[config.mk]
export PLATFORM = sky130hd
export DESIGN_NAME = pixel_store_packer
export DESIGN_NICKNAME = d
export VERILOG_FILES = /design/src/rtl/pixel_store_packer.sv
export SDC_FILE = /design/constraint.sdc
export NUM_CORES = 1
export LEC_CHECK = 0
export ABC_AREA = 1
export ABC_CLOCK_PERIOD_IN_PS = 1900
export BUFFER_PORTS_ARGS = -buffer_cell sky130_fd_sc_hd__buf_4
export CAP_MARGIN = 20
export CORE_MARGIN = 5
export CORE_UTILIZATION = 45
export CTS_CLUSTER_SIZE = 14
export DETAILED_ROUTE_END_ITERATION = 8
export PLACE_DENSITY_LB_ADDON = 0.05
export SLEW_MARGIN = 20
export SYNTH_ARGS = -nofsm -noshare
export SYNTH_HDL_FRONTEND = slang
export SYNTH_SLANG_ARGS = --single-unit
[constraint.sdc]
create_clock -name clk -period 1.9 [get_ports clk]
set_input_delay 0.19 -clock clk [delete_from_list [all_inputs] [get_ports clk]]
set_output_delay 0.19 -clock clk [all_outputs]
set_load 0.005 [all_outputs]
[src/rtl/pixel_store_packer.sv]
// Packs 8-bit ALU result pixels four per little-endian 32-bit word and writes each
// word to memory via a valid/ack handshake. Optional partial-word flush: PIXEL_STORE_FLUSH_EN.
module pixel_store_packer #(
  parameter int ADDR_W = 32,
  parameter int CNT_W  = 16
) (
  input  logic              clk,
  input  logic              rst,
  input  logic              start,
  input  logic [ADDR_W-1:0] base_addr,
  input  logic [7:0]        pix_in,
  input  logic              pix_valid,
  output logic              pix_ready,
  output logic              mem_wr_en,
  output logic [ADDR_W-1:0] mem_addr,
  output logic [31:0]       mem_wr_data,
  input  logic              mem_ack,
`ifdef PIXEL_STORE_FLUSH_EN
  input  logic              flush,
  output logic [3:0]        mem_byte_en,
`endif
  output logic              busy,
  output logic [CNT_W-1:0]  words_written
);

  typedef enum logic [1:0] {IDLE, COLLECT, WRITE} state_t;

  state_t      state_reg;
  logic [1:0]  lane_reg;
  logic [31:0] word_reg;
  logic [31:0] word_next;
  logic        accept;
  logic        do_full;
  logic        do_flush;
  logic [ADDR_W-1:0] aligned_base;

  assign accept       = pix_valid && pix_ready;
  assign do_full      = accept && (lane_reg == 2'd3);
  assign aligned_base = base_addr & ~ADDR_W'(3);

  // Insert the accepted pixel into its byte lane; other lanes keep the partial word.
  for (genvar gi = 0; gi < 4; gi++) begin : g_lane
    assign word_next[8*gi +: 8] = (accept && (lane_reg == 2'(gi))) ? pix_in : word_reg[8*gi +: 8];
  end

`ifdef PIXEL_STORE_FLUSH_EN
  logic [2:0] fill_cnt;
  logic [3:0] partial_be;
  assign fill_cnt = {1'b0, lane_reg} + {2'b00, accept};
  assign do_flush = flush && (fill_cnt != 3'd0);
  always_comb begin
    partial_be = 4'b0000;
    case (fill_cnt)
      3'd1:    partial_be = 4'b0001;
      3'd2:    partial_be = 4'b0011;
      3'd3:    partial_be = 4'b0111;
      3'd4:    partial_be = 4'b1111;
      default: partial_be = 4'b0000;
    endcase
  end
`else
  assign do_flush = 1'b0;
`endif

  always_ff @(posedge clk) begin
    if (rst) begin
      state_reg     <= IDLE;
      lane_reg      <= 2'd0;
      word_reg      <= '0;
      pix_ready     <= 1'b0;
      mem_wr_en     <= 1'b0;
      mem_addr      <= '0;
      mem_wr_data   <= '0;
      busy          <= 1'b0;
      words_written <= '0;
`ifdef PIXEL_STORE_FLUSH_EN
      mem_byte_en   <= 4'b0000;
`endif
    end else begin
      case (state_reg)
        IDLE: begin
          if (start) begin
            mem_addr      <= aligned_base;
            lane_reg      <= 2'd0;
            word_reg      <= '0;
            words_written <= '0;
            pix_ready     <= 1'b1;
            busy          <= 1'b1;
            state_reg     <= COLLECT;
          end
        end
        COLLECT: begin
          // A restart discards the partial word, including any pixel handed over this cycle.
          if (start) begin
            mem_addr      <= aligned_base;
            lane_reg      <= 2'd0;
            word_reg      <= '0;
            words_written <= '0;
          end else if (do_full || do_flush) begin
            mem_wr_data <= word_next;
            mem_wr_en   <= 1'b1;
            pix_ready   <= 1'b0;
            lane_reg    <= 2'd0;
            word_reg    <= '0;
            state_reg   <= WRITE;
`ifdef PIXEL_STORE_FLUSH_EN
            mem_byte_en <= partial_be;
`endif
          end else if (accept) begin
            word_reg <= word_next;
            lane_reg <= lane_reg + 2'd1;
          end
        end
        WRITE: begin
          if (mem_ack) begin
            mem_addr      <= mem_addr + ADDR_W'(4);
            words_written <= words_written + CNT_W'(1);
            mem_wr_en     <= 1'b0;
            pix_ready     <= 1'b1;
            state_reg     <= COLLECT;
          end
        end
        default: begin
          state_reg <= IDLE;
          pix_ready <= 1'b0;
          mem_wr_en <= 1'b0;
          busy      <= 1'b0;
        end
      endcase
    end
  end

endmodule
==> results of run 1 <==
==> power by group through the flow <==
stage	registers (mW)	logic, mW	clock network, mW
after floorplan	2.60	0.838	0
after global placement	2.63	1.37	0
after detailed placement	2.63	1.38	0
after CTS	2.58	1.38	1.93
after global routing	2.60	1.55	2.01
final	2.58	1.37	1.88
==> cell usage after synthesis, types with 3 or more instances <==
cell	count	area, um2
inv_1	71	267
or2_0	3	18.8
nand2_2	4	25.0
nor2_2	6	37.5
clkbuf_1	22	82.6
a211oi_1	3	22.5
nand4_1	8	50.1
o21ai_0	84	420
nand3_1	37	185
o31ai_1	3	22.5
nor2_4	6	67.6
buf_4	8	60.1
nor2_1	136	510
buf_2	10	50.1
nand2_1	261	980
nor3_1	4	20.0
a21oi_1	76	380
o21ai_2	3	26.3
ha_1	9	113
o21ai_1	3	15.0
dfxtp_1	108	2160
==> how the worst min path moves through the flow <==
stage,cells past startpoint,to,start,slack [ns]
after global routing,3,mem_addr[3],base_addr[3],0.13
after global placement,2,word_reg[20],word_reg[20],0.45
after CTS,3,mem_addr[3],base_addr[3],0.11
final,3,mem_addr[3],base_addr[3],0.12
after floorplan,2,mem_addr[3],base_addr[3],0.35
after detailed placement,2,word_reg[13],word_reg[13],0.45
==> area by class of cell <==
cell class | instances | share of cell area [%]
multi-input combinational | 661 | 42.9
sequential | 108 | 30.6
timing repair buffer | 139 | 15.5
inverter | 74 | 3.96
clock buffer | 10 | 3.24
tap | 172 | 3.04
clock inverter | 5 | 0.849
==> metal layers <==
metal,vias up,global-route usage (%),wire [um]
li1,3032,-,-
met2,134,34.8,7350
met3,16,4.19,795
met1,2545,27.8,7220
met5,-,0,0
met4,0,7.91,322
==> logic make-up (layout without fill, tap and decap cells) <==
logic type      count (synthesis)  count (layout)  synth area share, %
xor+xnor                        2               2                0.309
fa+ha+maj                       9               9                 1.99
other cells                     1               2               0.0662
compound gates                176             176                 16.2
simple gates                  472             472                 34.7
buf+inv                       115             228                 8.55
flops                         108             108                 38.2
==> through the flow <==
stage          cells  worst slack [ns]  instance area, um2
3_5_place_dp    1154             0.216                6780
4_1_cts         1169             0.196                7070
2_1_floorplan    884             0.210                5670
5_1_grt         1169            0.0180                7070
3_3_place_gp    1154             0.223                6780
6_report        1169             0.213                7070
==> critical path, cell delays in order, from the launching register on <==
cell and delay, ns:
dfxtp_1 0.41, ha_2 0.24, buf_4 0.18, nand3_1 0.17, nor2_1 0.18, nand2_1 0.11
o21ai_0 0.15, nand2_1 0.06, a21oi_1 0.12
==> key figures, run 1 <==
Yosys
  – Sequential share of the synthesized area: 38.2%
  – Mapped Area: 0.00567 mm2
  – Syn Inst Count: 883
  – Number of flops mapped to enable cells by yosys: 0
  – Async S/R FF share, synth: 0%
  – Synth Register Bits: 108
  – Mean area per synthesized cell: 6.42 um2
  – Ys Warns: 0
  – Yosys cell types: 35
  – Ys flop type: dfxtp_1

Timing
  – Worst clock skew: 0.00758 ns
  – RSZ-0062 raised after global routing: no
  – TNS Setup: 0 ns
  – Final Critical Period: 1.69 ns
  – Pins over their slew limit: 0
  – Final Setup Violations: 0
  – Final hold slack: 0.118 ns
  – Slew at the pin closest to its max-slew limit: 0.666 ns
  – Final Hold Viols: 0
  – Slew HR: 55.6%
  – Fmax: 593 MHz
  – Final Cycle Share: 88.8%

Die
  – Die Area: 0.0149 mm2
  – FP Rows: 41
  – Starting Density: 45.5%
  – I/O pins: 128
  – Die Y: 122 um
  – CORE AREA: 0.0125 mm2
  – Chip width: 122 um

Placed design
  – Port Buffers: 123
  – RePlAce Congestion: 0.886
  – Hpwl dp: 11100 um

Setup path
  – Reg2reg path depth: 8
  – Reg2reg start: state_reg[1]
  – CP Capture Type: register
  – Critical path startpoint category: register
  – Critical path required time: 2.18 ns
  – Kind of critical path: register to register
  – Critical Path Source: state_reg[1]
  – Worst-path maximum fanout: 9
  – RR Endpoint: mem_addr[16]
  – Reg2reg setup slack: 0.21 ns
  – Worst Path Arrival: 1.96 ns
  – CP endpoint: mem_addr[16]

Cells and area
  – Final design utilization: 56.7%
  – Footprint of the multi-input gates: 0.00303 mm2
  – Area Overhead vs Synth: 24.8%
  – Most common cell after layout, fill and taps aside: nand2_1
  – FILL cells: 1294
  – Final nets: 1047
  – Number of flip-flops in the largest register: 32
  – Antenna diode count: 0
  – Layout cells sized above 1: 18.3%
  – Register Area: 0.00216 mm2
  – Most frequent cells in the layout: nand2_1 (261), nor2_1 (136), buf_4 (135)

Clock network
  – Clock sink count: 108
  – H-tree levels: 3
  – Post-CTS setup buffers: 0
  – CTS tree: built
  – Clock root buffer: clkbuf_16
  – Clk slew on worst S/H paths: 0.07 ns
  – Clock latency on the worst-skew pair: 0.35 ns
  – Clock tree buffer depth: 2
  – Hold_buf cts: 0
  – CTS-repair resized insts: 0
  – CTS buffer count: 9

Global route
  – First-pass GRT wire length: 25500 um
  – Initial antenna violation count: 0
  – Vias in the first global route: 5185
  – Total grt overflow: 0
  – Total GRT Usage: 21.3%
  – Largest net degree at the start of global routing: 60

Pwr
  – Power Total: 5.84 mW
  – Share of power burned in registers: 44.2%
  – PwrDens: 825 mW/mm2
  – Maximum VDD drop: 613 uV
  – Switching Share: 31.4%
  – Pint: 4.00 mW
  – Clock share of power: 32.3%
  – Net Sw Power: 1.83 mW
  – LEAKAGE: 2.96 nW
  – Combinational Power Share: 23.5%

Min path
  – Hold Path Class: primary input to register

Routing
  – Post-route ant nets: 0
  – Vias per std cell: 4.90
  – Total number of vias: 5727
  – Wire per inst: 13.4 um
  – Initial DRC count: 356
  – Routed wire length: 15700 um
  – Drt drc: 0
  – Drt pass-1 iters: 7

Outcome
  – Status: finished clean

Job
  – Max-Cap Viols: 0
No activity file was read; power rests on OpenSTA's default activity.
==> inputs of run 2 (changes only) <==
Settings changed: CORE_MARGIN 5 to 1.5.
==> run 2 against run 1 <==
  * Register-to-register slack about the same
  * Critical path depth did not move
  * Setup slack worse by 0.010 ns
  * Sequential share of layout area increased by 0.10 points
  * Critical path type unchanged
  * Largest power group unchanged
==> key figures, run 2 (synthesis results as in run 1) <==
Cells and area
  – Most frequent cells in the layout: nand2_1 (261), buf_4 (141), nor2_1 (135)
  – Most common cell after layout, fill and taps aside: nand2_1
  – Number of flip-flops in the largest register: 32 (unchanged)
  – Fin area: 0.00705 mm2 (-0.34%)
  – Final nets: 1051 (+0.38%)
  – Antenna diode count: 0 (unchanged)
  – Area Overhead vs Synth: 24.4%
  – Non-Filler Instances: 1169 (unchanged)
  – Layout cells sized above 1: 18.7% (+0.43 points)

Clock network
  – Clock tree buffer depth: 2 (unchanged)
  – CTS buffer count: 9 (unchanged)
  – Post-CTS setup buffers: 0 (unchanged)
  – Clock root buffer: clkbuf_16
  – Hold_buf cts: 0 (unchanged)
  – Clk slew on worst S/H paths: 0.07 ns (about the same)
  – CTS tree: built
  – CTS-repair resized insts: 0 (unchanged)
  – H-tree levels: 3 (unchanged)
  – Clock latency on the worst-skew pair: 0.35 ns (about the same)
  – Clock sink count: 108 (unchanged)

Setup path
  – Reg2reg path depth: 8 (unchanged)
  – Critical path required time: 2.18 ns (about the same)
  – Reg2reg setup slack: 0.20 ns (about the same)
  – Worst Path Arrival: 1.98 ns (+0.02 ns)
  – Critical path startpoint category: register
  – CP Capture Type: register
  – RR Endpoint: word_reg[1]
  – Reg2reg start: state_reg[1]
  – Worst-path maximum fanout: 24 (+15)
  – Kind of critical path: register to register

Placed design
  – Inst Count DP: 1154 (unchanged)
  – Area after DPL: 0.00678 mm2 (about the same)
  – Hpwl dp: 10700 um (-3.4%)
  – RePlAce Congestion: 0.840 (-5.3%)
  – Port Buffers: 123 (unchanged)

Routing
  – Wire per inst: 13.0 um (-3.2%)
  – Post-route ant nets: 0 (unchanged)
  – Vias per std cell: 4.89 (-0.14%)
  – Total number of vias: 5719 (-0.14%)
  – Initial DRC count: 333 (-6.5%)
  – Routed wire length: 15200 um (-3.2%)
  – Drt drc: 0 (unchanged)
  – Drt pass-1 iters: 5 (-2)

Global route
  – Vias in the first global route: 5146 (-0.75%)
  – Largest net degree at the start of global routing: 60 (unchanged)
  – Total GRT Usage: 23.3% (+2.0 points)
  – Initial antenna violation count: 0 (unchanged)
  – First-pass GRT wire length: 24600 um (-3.5%)
  – Total grt overflow: 0 (unchanged)

Pwr
  – Power Total: 5.68 mW (-2.7%)
  – PwrDens: 806 mW/mm2 (-2.4%)
  – LEAKAGE: 2.96 nW (about the same)
  – Maximum VDD drop: 594 uV (-3.2%)

Timing
  – Final Cycle Share: 89.3% (+0.54 points)
  – Fmax: 589 MHz (-0.60%)
  – Pins over their slew limit: 0 (unchanged)
  – Final Hold Viols: 0 (unchanged)
  – Slew HR: 53.7% (-1.9 points)
  – Slew at the pin closest to its max-slew limit: 0.695 ns (+0.0287 ns)
  – Worst clock skew: 0.0101 ns (+0.00250 ns)
  – RSZ-0062 raised after global routing: no
  – Final Setup Violations: 0 (unchanged)
  – TNS Setup: 0 ns (unchanged)
  – Final Critical Period: 1.70 ns (+0.0102 ns)

Min path
  – Hold endpoint: mem_addr[3]
  – Hold path start: base_addr[3]
  – Hold Path Class: primary input to register
  – Number of cells on the worst hold path: 3 (unchanged)

Job
  – Max-Cap Viols: 0 (unchanged)

Die
  – Starting Density: 46.6% (+1.1 points)
  – CORE AREA: 0.0122 mm2 (-2.4%)
  – Die Y: 115 um (-5.7%)
  – FP Rows: 40 (-2.4%)
  – Chip width: 115 um (-5.7%)
  – I/O pins: 128 (unchanged)
  – Die Area: 0.0133 mm2 (-11%)

Outcome
  – Status: finished clean
[run 2: worst max-delay path, cell delays in order (launching register included)]
cell and delay, ns:
dfxtp_1 0.41, inv_1 0.08, ha_1 0.23, o21ai_0 0.21
o21ai_2 0.17, nor2_4 0.13, buf_12 0.17, nand2_1 0.07
a21oi_1 0.13
[run 2: where the power goes]
part | switching (mW) | internal, mW
clock network | 0.864 | 0.890
registers | 0.179 | 2.40
logic | 0.779 | 0.561
[run 2: final cells by class]
cell class              instances  area (um2)
clock buffers                  10         229
well taps                     168         210
inverters                      74         280
clock inverters                 5        38.8
multi-input cells             661        3030
repair buffers                143        1100
fillers                      1228        5110
flip-flops and latches        108        2160
[run 2: through the flow]
step	hold WS (ns)	util, %	setup slack [ns]
2_1_floorplan	0.351	-	0.210
3_3_place_gp	0.451	55.7	0.217
3_5_place_dp	0.456	55.7	0.194
4_1_cts	0.105	57.9	0.188
5_1_grt	0.136	58.0	0.0000642
6_report	0.110	58.0	0.203
[run 2: how the worst max path moves through the flow]
stage | from | endpoint | slack, ns | cells past startpoint
floorplan | state_reg[0] | words_written[12] | 0.21 | 13
global placement | state_reg[1] | word_reg[5] | 0.22 | 6
detailed placement | state_reg[1] | word_reg[21] | 0.19 | 6
CTS | state_reg[1] | word_reg[21] | 0.19 | 6
global route | state_reg[1] | word_reg[21] | 0.00006 | 8
finish | state_reg[1] | word_reg[1] | 0.20 | 8
[run 2: layer usage]
layer  up-vias  track usage (%)  wire (um)
met5         -                0          0
met4         0             6.67        184
met3        12             4.69        716
met2       128             39.1       7100
met1      2530             30.5       7170
li1       3049                -          -
